==> src/rtl/mem_arbiter_if.sv <==
// rtl/mem_arbiter_if.sv - requester and memory-side bus bundle for mem_arbiter
// slave = arbiter side, master = requesters plus memory (testbench side).
interface mem_arbiter_if #(
  parameter int WIDTH  = 16,
  parameter int AWIDTH = 16
);
  logic              f_req;
  logic [AWIDTH-1:0] f_addr;
  logic [WIDTH-1:0]  f_rdata;
  logic              f_done;
  logic              d_req;
  logic              d_we;
  logic [AWIDTH-1:0] d_addr;
  logic [WIDTH-1:0]  d_wdata;
  logic [WIDTH-1:0]  d_rdata;
  logic              d_done;
  logic              mem_en;
  logic              mem_we;
  logic [AWIDTH-1:0] mem_addr;
  logic [WIDTH-1:0]  mem_wdata;
  logic [WIDTH-1:0]  mem_rdata;
  logic              mem_ready;

  modport slave (
    input  f_req, f_addr, d_req, d_we, d_addr, d_wdata, mem_rdata, mem_ready,
    output f_rdata, f_done, d_rdata, d_done, mem_en, mem_we, mem_addr, mem_wdata
  );

  modport master (
    output f_req, f_addr, d_req, d_we, d_addr, d_wdata, mem_rdata, mem_ready,
    input  f_rdata, f_done, d_rdata, d_done, mem_en, mem_we, mem_addr, mem_wdata
  );
endinterface

==> src/rtl/mem_arbiter.sv <==
// rtl/mem_arbiter.sv - round-robin arbiter of fetch and load/store onto one memory port
// IDLE grants and latches the request, ACCESS waits for mem_ready or timeout, DONE pulses done.
module mem_arbiter #(
  parameter int WIDTH   = 16,
  parameter int AWIDTH  = 16,
  parameter int TIMEOUT = 15
) (
  input  logic           clk,
  input  logic           reset,
  mem_arbiter_if.slave   bus,
  output logic           busy,
  output logic           timeout_err
);
  localparam logic [1:0] S_IDLE   = 2'd0;
  localparam logic [1:0] S_ACCESS = 2'd1;
  localparam logic [1:0] S_DONE   = 2'd2;

  // Counter only ever holds 0..TIMEOUT-1; the last value forces DONE.
  localparam int             CW     = (TIMEOUT < 2) ? 1 : $clog2(TIMEOUT);
  localparam logic [CW-1:0]  C_LAST = CW'(TIMEOUT - 1);

  logic [1:0]        r_state;
  logic              r_last_d;
  logic              r_gnt_d;
  logic              r_we;
  logic [AWIDTH-1:0] r_addr;
  logic [WIDTH-1:0]  r_wdata;
  logic [WIDTH-1:0]  r_f_rdata;
  logic [WIDTH-1:0]  r_d_rdata;
  logic [CW-1:0]     r_cnt;
  logic              r_terr;

  logic              w_any_req;
  logic              w_pick_d;

  assign w_any_req = bus.f_req | bus.d_req;
  // Under contention the requester not granted last wins.
  assign w_pick_d  = bus.d_req & (~bus.f_req | ~r_last_d);

  always_ff @(posedge clk or negedge reset) begin
    if (!reset) begin
      r_state   <= S_IDLE;
      r_last_d  <= 1'b0;
      r_gnt_d   <= 1'b0;
      r_we      <= 1'b0;
      r_addr    <= '0;
      r_wdata   <= '0;
      r_f_rdata <= '0;
      r_d_rdata <= '0;
      r_cnt     <= '0;
      r_terr    <= 1'b0;
    end else begin
      case (r_state)
        S_IDLE: begin
          if (w_any_req) begin
            r_state  <= S_ACCESS;
            r_gnt_d  <= w_pick_d;
            r_last_d <= w_pick_d;
            r_addr   <= w_pick_d ? bus.d_addr : bus.f_addr;
            r_we     <= w_pick_d & bus.d_we;
            r_wdata  <= w_pick_d ? bus.d_wdata : '0;
            r_cnt    <= '0;
          end
        end
        S_ACCESS: begin
          if (bus.mem_ready) begin
            if (!r_we) begin
              if (r_gnt_d) r_d_rdata <= bus.mem_rdata;
              else         r_f_rdata <= bus.mem_rdata;
            end
            r_state <= S_DONE;
          end else if (r_cnt == C_LAST) begin
            r_state <= S_DONE;
            r_terr  <= 1'b1;
          end else begin
            r_cnt <= r_cnt + CW'(1);
          end
        end
        S_DONE:  r_state <= S_IDLE;
        default: r_state <= S_IDLE;
      endcase
    end
  end

  assign bus.mem_en    = (r_state == S_ACCESS);
  assign bus.mem_we    = (r_state == S_ACCESS) & r_we;
  assign bus.mem_addr  = r_addr;
  assign bus.mem_wdata = r_wdata;
  assign bus.f_rdata   = r_f_rdata;
  assign bus.d_rdata   = r_d_rdata;
  assign bus.f_done    = (r_state == S_DONE) & ~r_gnt_d;
  assign bus.d_done    = (r_state == S_DONE) & r_gnt_d;
  assign busy          = (r_state != S_IDLE);
  assign timeout_err   = r_terr;
endmodule

==> src/flat_wrapper.sv <==
// flat-port wrapper written by rule: the top's interface ports become plain ports
module mem_arbiter_flat 
#(
  parameter int WIDTH   = 16,
  parameter int AWIDTH  = 16,
  parameter int TIMEOUT = 15
)
  (clk, reset, busy, timeout_err, bus_f_req, bus_f_addr, bus_d_req, bus_d_we, bus_d_addr, bus_d_wdata, bus_mem_rdata, bus_mem_ready, bus_f_rdata, bus_f_done, bus_d_rdata, bus_d_done, bus_mem_en, bus_mem_we, bus_mem_addr, bus_mem_wdata);
  mem_arbiter_if #(.WIDTH(WIDTH), .AWIDTH(AWIDTH)) bus_i ();
  input  logic clk;
  input  logic reset;
  output logic busy;
  output logic timeout_err;
  input wire logic [$bits(bus_i.f_req)-1:0] bus_f_req;
  input wire logic [$bits(bus_i.f_addr)-1:0] bus_f_addr;
  input wire logic [$bits(bus_i.d_req)-1:0] bus_d_req;
  input wire logic [$bits(bus_i.d_we)-1:0] bus_d_we;
  input wire logic [$bits(bus_i.d_addr)-1:0] bus_d_addr;
  input wire logic [$bits(bus_i.d_wdata)-1:0] bus_d_wdata;
  input wire logic [$bits(bus_i.mem_rdata)-1:0] bus_mem_rdata;
  input wire logic [$bits(bus_i.mem_ready)-1:0] bus_mem_ready;
  output wire logic [$bits(bus_i.f_rdata)-1:0] bus_f_rdata;
  output wire logic [$bits(bus_i.f_done)-1:0] bus_f_done;
  output wire logic [$bits(bus_i.d_rdata)-1:0] bus_d_rdata;
  output wire logic [$bits(bus_i.d_done)-1:0] bus_d_done;
  output wire logic [$bits(bus_i.mem_en)-1:0] bus_mem_en;
  output wire logic [$bits(bus_i.mem_we)-1:0] bus_mem_we;
  output wire logic [$bits(bus_i.mem_addr)-1:0] bus_mem_addr;
  output wire logic [$bits(bus_i.mem_wdata)-1:0] bus_mem_wdata;
  assign bus_i.f_req = bus_f_req;
  assign bus_i.f_addr = bus_f_addr;
  assign bus_i.d_req = bus_d_req;
  assign bus_i.d_we = bus_d_we;
  assign bus_i.d_addr = bus_d_addr;
  assign bus_i.d_wdata = bus_d_wdata;
  assign bus_i.mem_rdata = bus_mem_rdata;
  assign bus_i.mem_ready = bus_mem_ready;
  assign bus_f_rdata = bus_i.f_rdata;
  assign bus_f_done = bus_i.f_done;
  assign bus_d_rdata = bus_i.d_rdata;
  assign bus_d_done = bus_i.d_done;
  assign bus_mem_en = bus_i.mem_en;
  assign bus_mem_we = bus_i.mem_we;
  assign bus_mem_addr = bus_i.mem_addr;
  assign bus_mem_wdata = bus_i.mem_wdata;
  mem_arbiter #(.WIDTH(WIDTH), .AWIDTH(AWIDTH), .TIMEOUT(TIMEOUT)) u_core (.clk(clk), .reset(reset), .bus(bus_i), .busy(busy), .timeout_err(timeout_err));
endmodule
==> config.mk <==
export PLATFORM = sky130hd
export DESIGN_NAME = mem_arbiter_flat
export DESIGN_NICKNAME = d
export VERILOG_FILES = /design/src/rtl/mem_arbiter_if.sv /design/src/rtl/mem_arbiter.sv /design/src/flat_wrapper.sv
export SDC_FILE = /design/constraint.sdc
export NUM_CORES = 1
export LEC_CHECK = 0
export ABC_AREA = 1
export CORE_ASPECT_RATIO = 1.75
export CORE_MARGIN = 1
export CORE_UTILIZATION = 43
export CTS_BUF_LIST = sky130_fd_sc_hd__clkbuf_8
export CTS_CLUSTER_DIAMETER = 30
export DETAILED_ROUTE_END_ITERATION = 7
export GPL_TIMING_DRIVEN = 0
export HOLD_SLACK_MARGIN = 0.15
export PLACE_DENSITY = 0.82
export SLEW_MARGIN = 15
export SYNTH_ARGS = -nofsm -noshare
export SYNTH_HDL_FRONTEND = slang
export SYNTH_SLANG_ARGS = --single-unit
export TNS_END_PERCENT = 100
==> constraint.sdc <==
create_clock -name clk -period 1.54 [get_ports clk]
set_clock_uncertainty 0.1 [all_clocks]
set_input_delay 0.231 -clock clk [delete_from_list [all_inputs] [get_ports clk]]
set_output_delay 0.231 -clock clk [all_outputs]
set_load 0.05 [all_outputs]
# Word level (Yosys, flattened, before mapping)
# Index checks and enable logic that the tools add are counted.
# totals
out_inout_bits	70
input_bits	70
word_cells	47
regBits	73
# op_classes
muxes	10
n_eq_ne	7
reduce_logical	9
addsub	1
bitwise_logic	11
# op_table
cell	count
16-bit two-way mux	2
4-bit two-way mux	3
4-bit AND reduction	3
4-bit one-hot mux with 2 select lines	1
2-bit two-way mux	3
1-bit AND	5
4-bit by 1-bit adder with 4-bit output (second input constant)	1
4-bit equality test (second input constant)	1
2-bit != test (second input constant)	2
1-bit NOT	4
2-bit one-hot mux with 2 select lines	1
2-bit AND reduction	2
2-bit nonzero test	2
3-bit by 2-bit != test with 1-bit output (second input constant)	1
3-bit AND reduction	1
2-bit by 1-bit equality test with 1-bit output (second input constant)	1
2-bit equality test (second input constant)	1
2-bit logical NOT	1
2-bit by 1-bit != test with 1-bit output (second input constant)	1
1-bit bitwise OR	2

# Depth between registers and ports, before layout
# Gate-level depths: netlist (run 1).
# logic_depth
word_depth	4
depth_mapped	7
mapped_depth_nobuf	7

# Worst setup path before layout (run 1)
# OpenSTA, ideal clock, no wires.
# synth_path
path_kind	register to output
from	register u_core.r_state[1]
to	output bus_d_done
path_stages_with_launch	3
n_path_buf	0
arrival_ps	1558
slack_ps	-349
path_cell_list	dfrtp_1 -> inv_1 -> nor3_1
# synth_via
elab_chain_len	2
# synth_rtl
element	line_no	rtl
start: declaration	mem_arbiter.sv:22	logic [1:0] r_state;
start signal: assignment	mem_arbiter.sv:42	r_state <= S_IDLE;
start signal: assignment	mem_arbiter.sv:56	r_state <= S_ACCESS;
start signal: assignment	mem_arbiter.sv:71	r_state <= S_DONE;
2-bit equality test	mem_arbiter.sv:92	assign bus.d_done = (r_state == S_DONE) & r_gnt_d;
1-bit AND	mem_arbiter.sv:92	
end: declaration	flat_wrapper.sv:25	output wire logic [$bits(bus_i.d_done)-1:0] bus_d_done;
# Every way passes these cells.

# Worst setup path after layout (run 1)
# layout_path
from	register u_core.r_state[0]
to	output bus_f_done
# layout_via
elab_chain_len	2
# layout_rtl
element	line_no	rtl
2-bit equality test	mem_arbiter.sv:91	assign bus.f_done = (r_state == S_DONE) & ~r_gnt_d;
1-bit AND	mem_arbiter.sv:91	
end: declaration	flat_wrapper.sv:23	output wire logic [$bits(bus_i.f_done)-1:0] bus_f_done;
# Every way passes these cells.

==> results of run 1 <==
-- worst max-delay path, delay by kind of cell, from the launching register on --
kind          cells  cell delay [ns]
flops             1             0.48
simple gates      1             0.25
buf+inv           1             0.19
-- worst paths after layout --
| path | startpoint | to | cells past startpoint |
|---|---|---|---|
| max in group asynchronous | reset | u_core.r_state[0] | 3 |
| setup / recovery | u_core.r_state[0] | bus_f_done | 2 |
| hold / removal | reset | u_core.bus.d_rdata[1] | 2 |
| hold reg to reg | u_core.bus.mem_wdata[7] | u_core.bus.mem_wdata[7] | 2 |
| min in group clk | bus_d_wdata[7] | u_core.bus.mem_wdata[7] | 3 |
| setup reg to reg | u_core.r_state[1] | u_core.bus.f_rdata[2] | 6 |
-- sequential cells by signal, indices dropped and copies added, names as in the netlist --
| name | cells |
|---|---|
| u_core.bus.d_rdata | 16 |
| u_core.bus.f_rdata | 16 |
| u_core.bus.mem_addr | 16 |
| u_core.bus.mem_wdata | 16 |
| u_core.r_cnt | 4 |
| u_core.r_last_d | 1 |
| u_core.r_state | 2 |
| u_core.r_we | 1 |
| u_core.timeout_err | 1 |
-- metrics by stage --
| step | total power, mW | TNS, ns | cell area, um^2 | cells | hold WS (ns) |
|---|---|---|---|---|---|
| 2_1_floorplan | 7.83 | 0 | 3170 | 366 | -0.165 |
| 3_3_place_gp | 10.2 | -174.61 | 4670 | 591 | 0.349 |
| 3_5_place_dp | 10.3 | -11.55 | 4690 | 592 | 0.0911 |
| 4_1_cts | 11.8 | -0.195 | 5020 | 611 | 0.248 |
| 5_1_grt | 12.5 | -0.372 | 5080 | 615 | 0.286 |
| 6_report | 11.8 | -0.152 | 5080 | 615 | 0.248 |
-- cells in the final DEF, fill, tap and decap left out --
cell type and count:
nand2_1 122, dfrtp_1 71, clkdlybuf4s50_1 68, clkdlybuf4s15_2 64, inv_1 53, o21ai_1 25
nand3_1 23, o211ai_1 16, o21ai_0 12, clkbuf_8 11, buf_2 10, buf_4 10
inv_2 4, nor2_4 4, nor2_1 4, buf_6 4, clkbuf_2 3, nor3_2 2
clkinvlp_4 2, ha_1 2, buf_8 2, dfrtp_2 2, inv_4 1, nand2_4 1
nand2_2 1, clkbuf_4 1, nand3_2 1, nor3_4 1, a21oi_1 1, xnor2_1 1
nand4_2 1, o31ai_1 1, clkinv_4 1, bufinv_16 1, clkinv_2 1, dlygate4sd3_1 1
buf_12 1
-- repair_timing --
| item | 4_1_cts | 5_1_grt |
|---|---|---|
| pin swaps | 1 | 3 |
| setup endpoints to repair | 71 | 61 |
| hold buffers | 1 | 0 |
| buffers inserted | 2 | 4 |
| endpoints found under the hold margin | 73 | 0 |
| resized for setup | 237 | 18 |
-- routing by layer --
metal / vias to the layer above / GRT usage, % / routed length (um)
met4: 0 / 9.79 / 214
met3: 19 / 6.65 / 561
met5: - / 0 / 0
li1: 1461 / - / -
met2: 114 / 40.9 / 4520
met1: 1401 / 25.1 / 3180
-- synth_stat cells --
cell type and count:
buf_2 11, nand2_2 2, o21ai_0 12, nor3_4 1, nor3_1 2, o21ai_1 25, nand2_1 122, nor2_4 2
clkbuf_1 3, xnor2_1 1, nor2_1 6, ha_1 2, inv_1 56, nand4_2 1, a21oi_1 1, nand3_1 24
buf_4 3, inv_2 1, o211ai_1 16, clkinv_1 1, dfrtp_1 73, o31ai_1 1
-- area by class of cell --
class,count,area share [%]
Timing Repair Buffer,147,30.6
Sequential cell,73,36.0
Tap cell,86,2.12
Clock inverter,5,1.08
Inverter,58,4.41
Multi-Input combinational cell,218,20.9
Buffer,17,1.92
Clock buffer,11,2.98
-- cells by family (layout without fill, tap and decap cells) --
group / Yosys count / in the layout / synth area share [%]
XOR/XNOR: 1 / 1 / 0.277
flip-flops: 73 / 73 / 57.8
AND/OR/NAND/NOR: 160 / 160 / 21.3
buffers and inverters: 75 / 238 / 9.70
adder cells (fa/ha/maj): 2 / 2 / 0.792
AO/OA/AOI/OAI: 55 / 55 / 10.1
-- power by group through the flow --
stage          clock network (mW)  logic [mW]  registers, mW
2_1_floorplan                   0        1.64           6.19
3_3_place_gp                    0        6.84           3.31
3_5_place_dp                    0        6.97           3.36
4_1_cts                      1.56        6.85           3.35
5_1_grt                      1.65        7.33           3.48
6_report                     1.53        6.90           3.37
==> summary.txt, run 1 <==
Routing
  – Via density: 4.87
  – Drt wl/cell: 13.8 um
  – Drc violations: 0
  – Drt pass-1 iters: 4
  – Initial DRC count: 204
  – DRT Wirelength: 8470 um
  – Final antenna-violating net count: 0
  – Routed vias: 2995

Placement
  – Port bufs: 139
  – DP Worst Slack: -0.391 ns
  – Hpwl dp: 6410 um
  – GPL Wtd Cong: 0.875

Synth
  – Largest area contributor in the synthesized netlist: dfrtp_1
  – Area of the mapped netlist: 3160 um^2
  – Seq cells post-synth: 73
  – Distinct cells, synth: 22
  – Post-synth top area share: 57.8%
  – Synth top area cells: dfrtp_1, nand2_1, inv_1
  – Synth Area per Inst: 8.63 um^2
  – Syn_nets: 438
  – Mapped Cells: 366
  – Synth warnings: 0
  – Register area share after synthesis: 57.8%

STA
  – Setup violators final: 4
  – Max_slew headroom: 72.7%
  – Unrepaired setup endpoints after global routing: true
  – Peak Freq: 0.622 GHz
  – Tcrit/Tclk final: 104%
  – Final hold violation count: 0
  – Final Max Slew Viols: 0
  – Final setup margin: -0.0689 ns
  – Worst slew pin tran: 0.409 ns
  – Fin crit period: 1.61 ns

Status
  – Status: finished, violations left
  – Failing checks: negative setup slack

Power
  – P_sw: 6.04 mW
  – Clock power frac: 13.0%
  – Pleak: 2.50 nW
  – Net Sw Frac: 51.2%
  – PD cells: 2320 nW/um^2
  – Sequential power share: 28.6%
  – P_int: 5.76 mW
  – Maximum vdd ir drop: 0.00121 V
  – Logic pwr share: 58.5%

Layout
  – Ant diodes: 0
  – Layout cells sized above 1: 24.4%
  – Area of the multi-input gates: 1060 um^2
  – Area growth, synth to finish: 60.9%
  – Register area: 1830 um^2
  – Fillers: 539
  – Finished Core Util: 70.8%
  – Fin nets: 596

Critical path
  – Crit Path Max Fanout: 5
  – Flop2flop setup slack: 0.07 ns
  – Startpoint types: flop
  – Data arrival, critical path: 1.28 ns
  – CP required: 1.21 ns
  – Cell chain of the critical path: nor3_2, buf_6
  – Max incr delay on CP: 0.48 ns
  – Slowest-stage cell, CP: dfrtp_2
  – Crit end category: output pin
  – Type of the worst setup path: reg -> out

Clocking
  – Clock Path Buffers: 2
  – H-tree lvl count: 3
  – Clk sinks: 73
  – Worst-skew pair later-pin latency: 0.35 ns
  – Reg clk slew, reported paths: 0.07 ns
  – Num CTS Buffers: 9
  – TritonCTS clock tree: done
  – Root buffer cell: clkbuf_8

Floorplan
  – Die width: 66.8 um
  – Core ar.: 7180 um^2
  – Starting Density: 44.0%
  – Die height: 115 um
  – Die area: 7710 um^2
  – I/O pin count: 140
  – Row count: 41

Global routing
  – Vias in the first global route: 2888
  – Initial antenna violation count: 0
  – Grt ovf: 0
  – Global-route wire length before repair: 13200 um
  – Largest net degree at the start of global routing: 45
  – Tot GR Track Use: 23.2%

Flow run
  – Max-cap violations: 0

Hold path
  – HP Class: in -> async
No activity file was read; power rests on OpenSTA's default activity.
==> run 2, diff against run 1 <==
Settings changed: CORE_UTILIZATION 43 to 35, PLACE_DENSITY 0.82 to 0.69.
==> summary.txt, run 2 (synthesis gave the netlist of run 1 again) <==
Power
  – P_sw: 6.06 mW (+0.37%)
  – Logic pwr share: 58.3% (-0.2 points)
  – Clock power frac: 13.1% (about the same)
  – Sequential power share: 28.7% (about the same)
  – PD cells: 2300 nW/um^2 (-1.1%)
  – Maximum vdd ir drop: 0.00117 V (-3.2%)
  – Pleak: 2.51 nW (+0.43%)
  – Net Sw Frac: 51.5% (+0.31 points)
  – P_int: 5.71 mW (-0.87%)

STA
  – Final hold violation count: 0 (unchanged)
  – Final Max Slew Viols: 0 (unchanged)
  – Max_slew headroom: 66.8% (-5.9 points)
  – Worst slew pin tran: 0.498 ns (+0.0885 ns)
  – Setup violators final: 5 (+1)
  – Final setup margin: -0.0458 ns (+0.0231 ns)
  – Unrepaired setup endpoints after global routing: true
  – Hold_ws: 0.297 ns (+0.0493 ns)
  – Fin crit period: 1.59 ns (-0.0231 ns)
  – Tcrit/Tclk final: 103% (-1.5 points)
  – Peak Freq: 0.631 GHz (+1.5%)

Global routing
  – Initial antenna violation count: 0 (unchanged)
  – Global-route wire length before repair: 13600 um (+2.9%)
  – Vias in the first global route: 2926 (+1.3%)
  – Grt ovf: 0 (unchanged)
  – Tot GR Track Use: 19.0% (-4.1 points)
  – Largest net degree at the start of global routing: 39 (-13%)

Status
  – Status: finished, violations left
  – Failing checks: negative setup slack

Placement
  – Port bufs: 139 (unchanged)
  – GPL Wtd Cong: 0.781 (-11%)
  – Placed instance area: 4730 um^2 (+0.83%)
  – Hpwl dp: 6180 um (-3.6%)

Clocking
  – TritonCTS clock tree: done
  – Worst-skew pair later-pin latency: 0.35 ns (about the same)
  – H-tree lvl count: 3 (unchanged)
  – Clk sinks: 73 (unchanged)
  – Clock Path Buffers: 2 (unchanged)
  – Root buffer cell: clkbuf_8
  – Num CTS Buffers: 9 (unchanged)
  – Reg clk slew, reported paths: 0.08 ns (about the same)

Routing
  – Routed vias: 2901 (-3.1%)
  – DRT Wirelength: 8360 um (-1.4%)
  – Initial DRC count: 79 (-61%)
  – Drt wl/cell: 12.9 um (-6.5%)
  – Drt pass-1 iters: 4 (unchanged)
  – Final antenna-violating net count: 0 (unchanged)
  – Drc violations: 0 (unchanged)
  – Via density: 4.47 (-8.2%)

Critical path
  – Data arrival, critical path: 1.25 ns (-0.03 ns)
  – Crit end category: output pin
  – CP required: 1.21 ns (about the same)
  – Startpoint types: flop
  – Crit Path Max Fanout: 5 (unchanged)
  – Type of the worst setup path: reg -> out

Floorplan
  – Starting Density: 36.2% (-7.8 points)
  – Row count: 45 (+9.8%)
  – Core ar.: 8730 um^2 (+22%)
  – Die area: 9430 um^2 (+22%)
  – Die width: 73.8 um (+11%)
  – I/O pin count: 140 (unchanged)
  – Die height: 128 um (+11%)

Layout
  – Fin nets: 599 (+0.50%)
  – Finished Core Util: 58.7% (-12 points)
  – Final Instance Area: 5120 um^2 (+0.84%)
  – Layout cells sized above 1: 24.6% (+0.24 points)
  – Most frequent cells in the layout: nand2_1, dfrtp_1, clkdlybuf4s50_1, clkdlybuf4s15_2, inv_1
  – Commonest non-fill, non-tap cell in the layout: nand2_1
  – Ant diodes: 0 (unchanged)
  – Fillers: 797 (+48%)
  – Area growth, synth to finish: 62.2%

Hold path
  – HP Class: in -> async

Flow run
  – Max-cap violations: 0 (unchanged)
==> run 2: routing by layer <==
metal / track usage (%) / vias up / share of wire (%)
met4: 7.13 / 0 / 1.0
met1: 21.1 / 1332 / 39
met5: 0 / - / 0
li1: - / 1461 / -
met3: 6.05 / 6 / 6.5
met2: 33.2 / 102 / 54
==> run 2: what timing repair did <==
item | 4_1_cts | 5_1_grt
hold endpoints to repair | 65 | 0
hold buffers | 1 | 0
resized for setup | 235 | 30
gates cloned | 0 | 1
buffers inserted | 0 | 8
pin swaps | 0 | 1
endpoints found under the setup margin | 81 | 67
==> run 2: critical path, cell delays in order, from the launching register on <==
cell	delay, ns
dfrtp_2	0.47
inv_4	0.11
nand2_8	0.07
nor2_4	0.10
buf_8	0.15
==> run 2: through the flow <==
stage	setup TNS (ns)	total power [mW]	std cells	setup slack [ns]
2_1_floorplan	0	7.83	366	0.00192
3_3_place_gp	-182.75	10.2	622	-2.36
3_5_place_dp	-12.01	10.3	623	-0.411
4_1_cts	-0.247	11.8	640	-0.0688
5_1_grt	-0.462	12.5	649	-0.110
6_report	-0.154	11.8	649	-0.0458
==> run 2: path summary, 6_finish.rpt <==
path	slack, ns	from	cells past startpoint	endpoint
worst max register to register	0.09	u_core.r_cnt[0]	7	u_core.r_cnt[1]
min in group clk	0.33	bus_d_wdata[7]	3	u_core.bus.mem_wdata[7]
worst max-delay path	-0.05	u_core.r_state[1]	4	bus_mem_we
max in group asynchronous	0.47	reset	3	u_core.r_state[0]
worst min-delay path	0.30	reset	2	u_core.bus.d_rdata[1]
worst min register to register	0.38	u_core.timeout_err	2	u_core.timeout_err
==> run 2: layout make-up <==
| cell class | count | area, um^2 | share of cell area (%) |
|---|---|---|---|
| Clock buffer | 10 | 138 | 2.69 |
| Tap cell | 117 | 146 | 2.86 |
| Clock inverter | 6 | 66.3 | 1.29 |
| Multi-Input combinational cell | 218 | 1070 | 20.9 |
| Inverter | 58 | 224 | 4.37 |
| Buffer | 17 | 116 | 2.27 |
| Timing Repair Buffer | 150 | 1530 | 29.9 |
| Sequential cell | 73 | 1830 | 35.7 |
==> run 2: power groups by stage <==
stage	clock network [mW]	logic (mW)	registers [mW]
floorplan	0	1.64	6.19
global placement	0	6.87	3.34
detailed placement	0	6.96	3.35
CTS	1.58	6.80	3.38
global route	1.65	7.32	3.49
finish	1.54	6.86	3.37
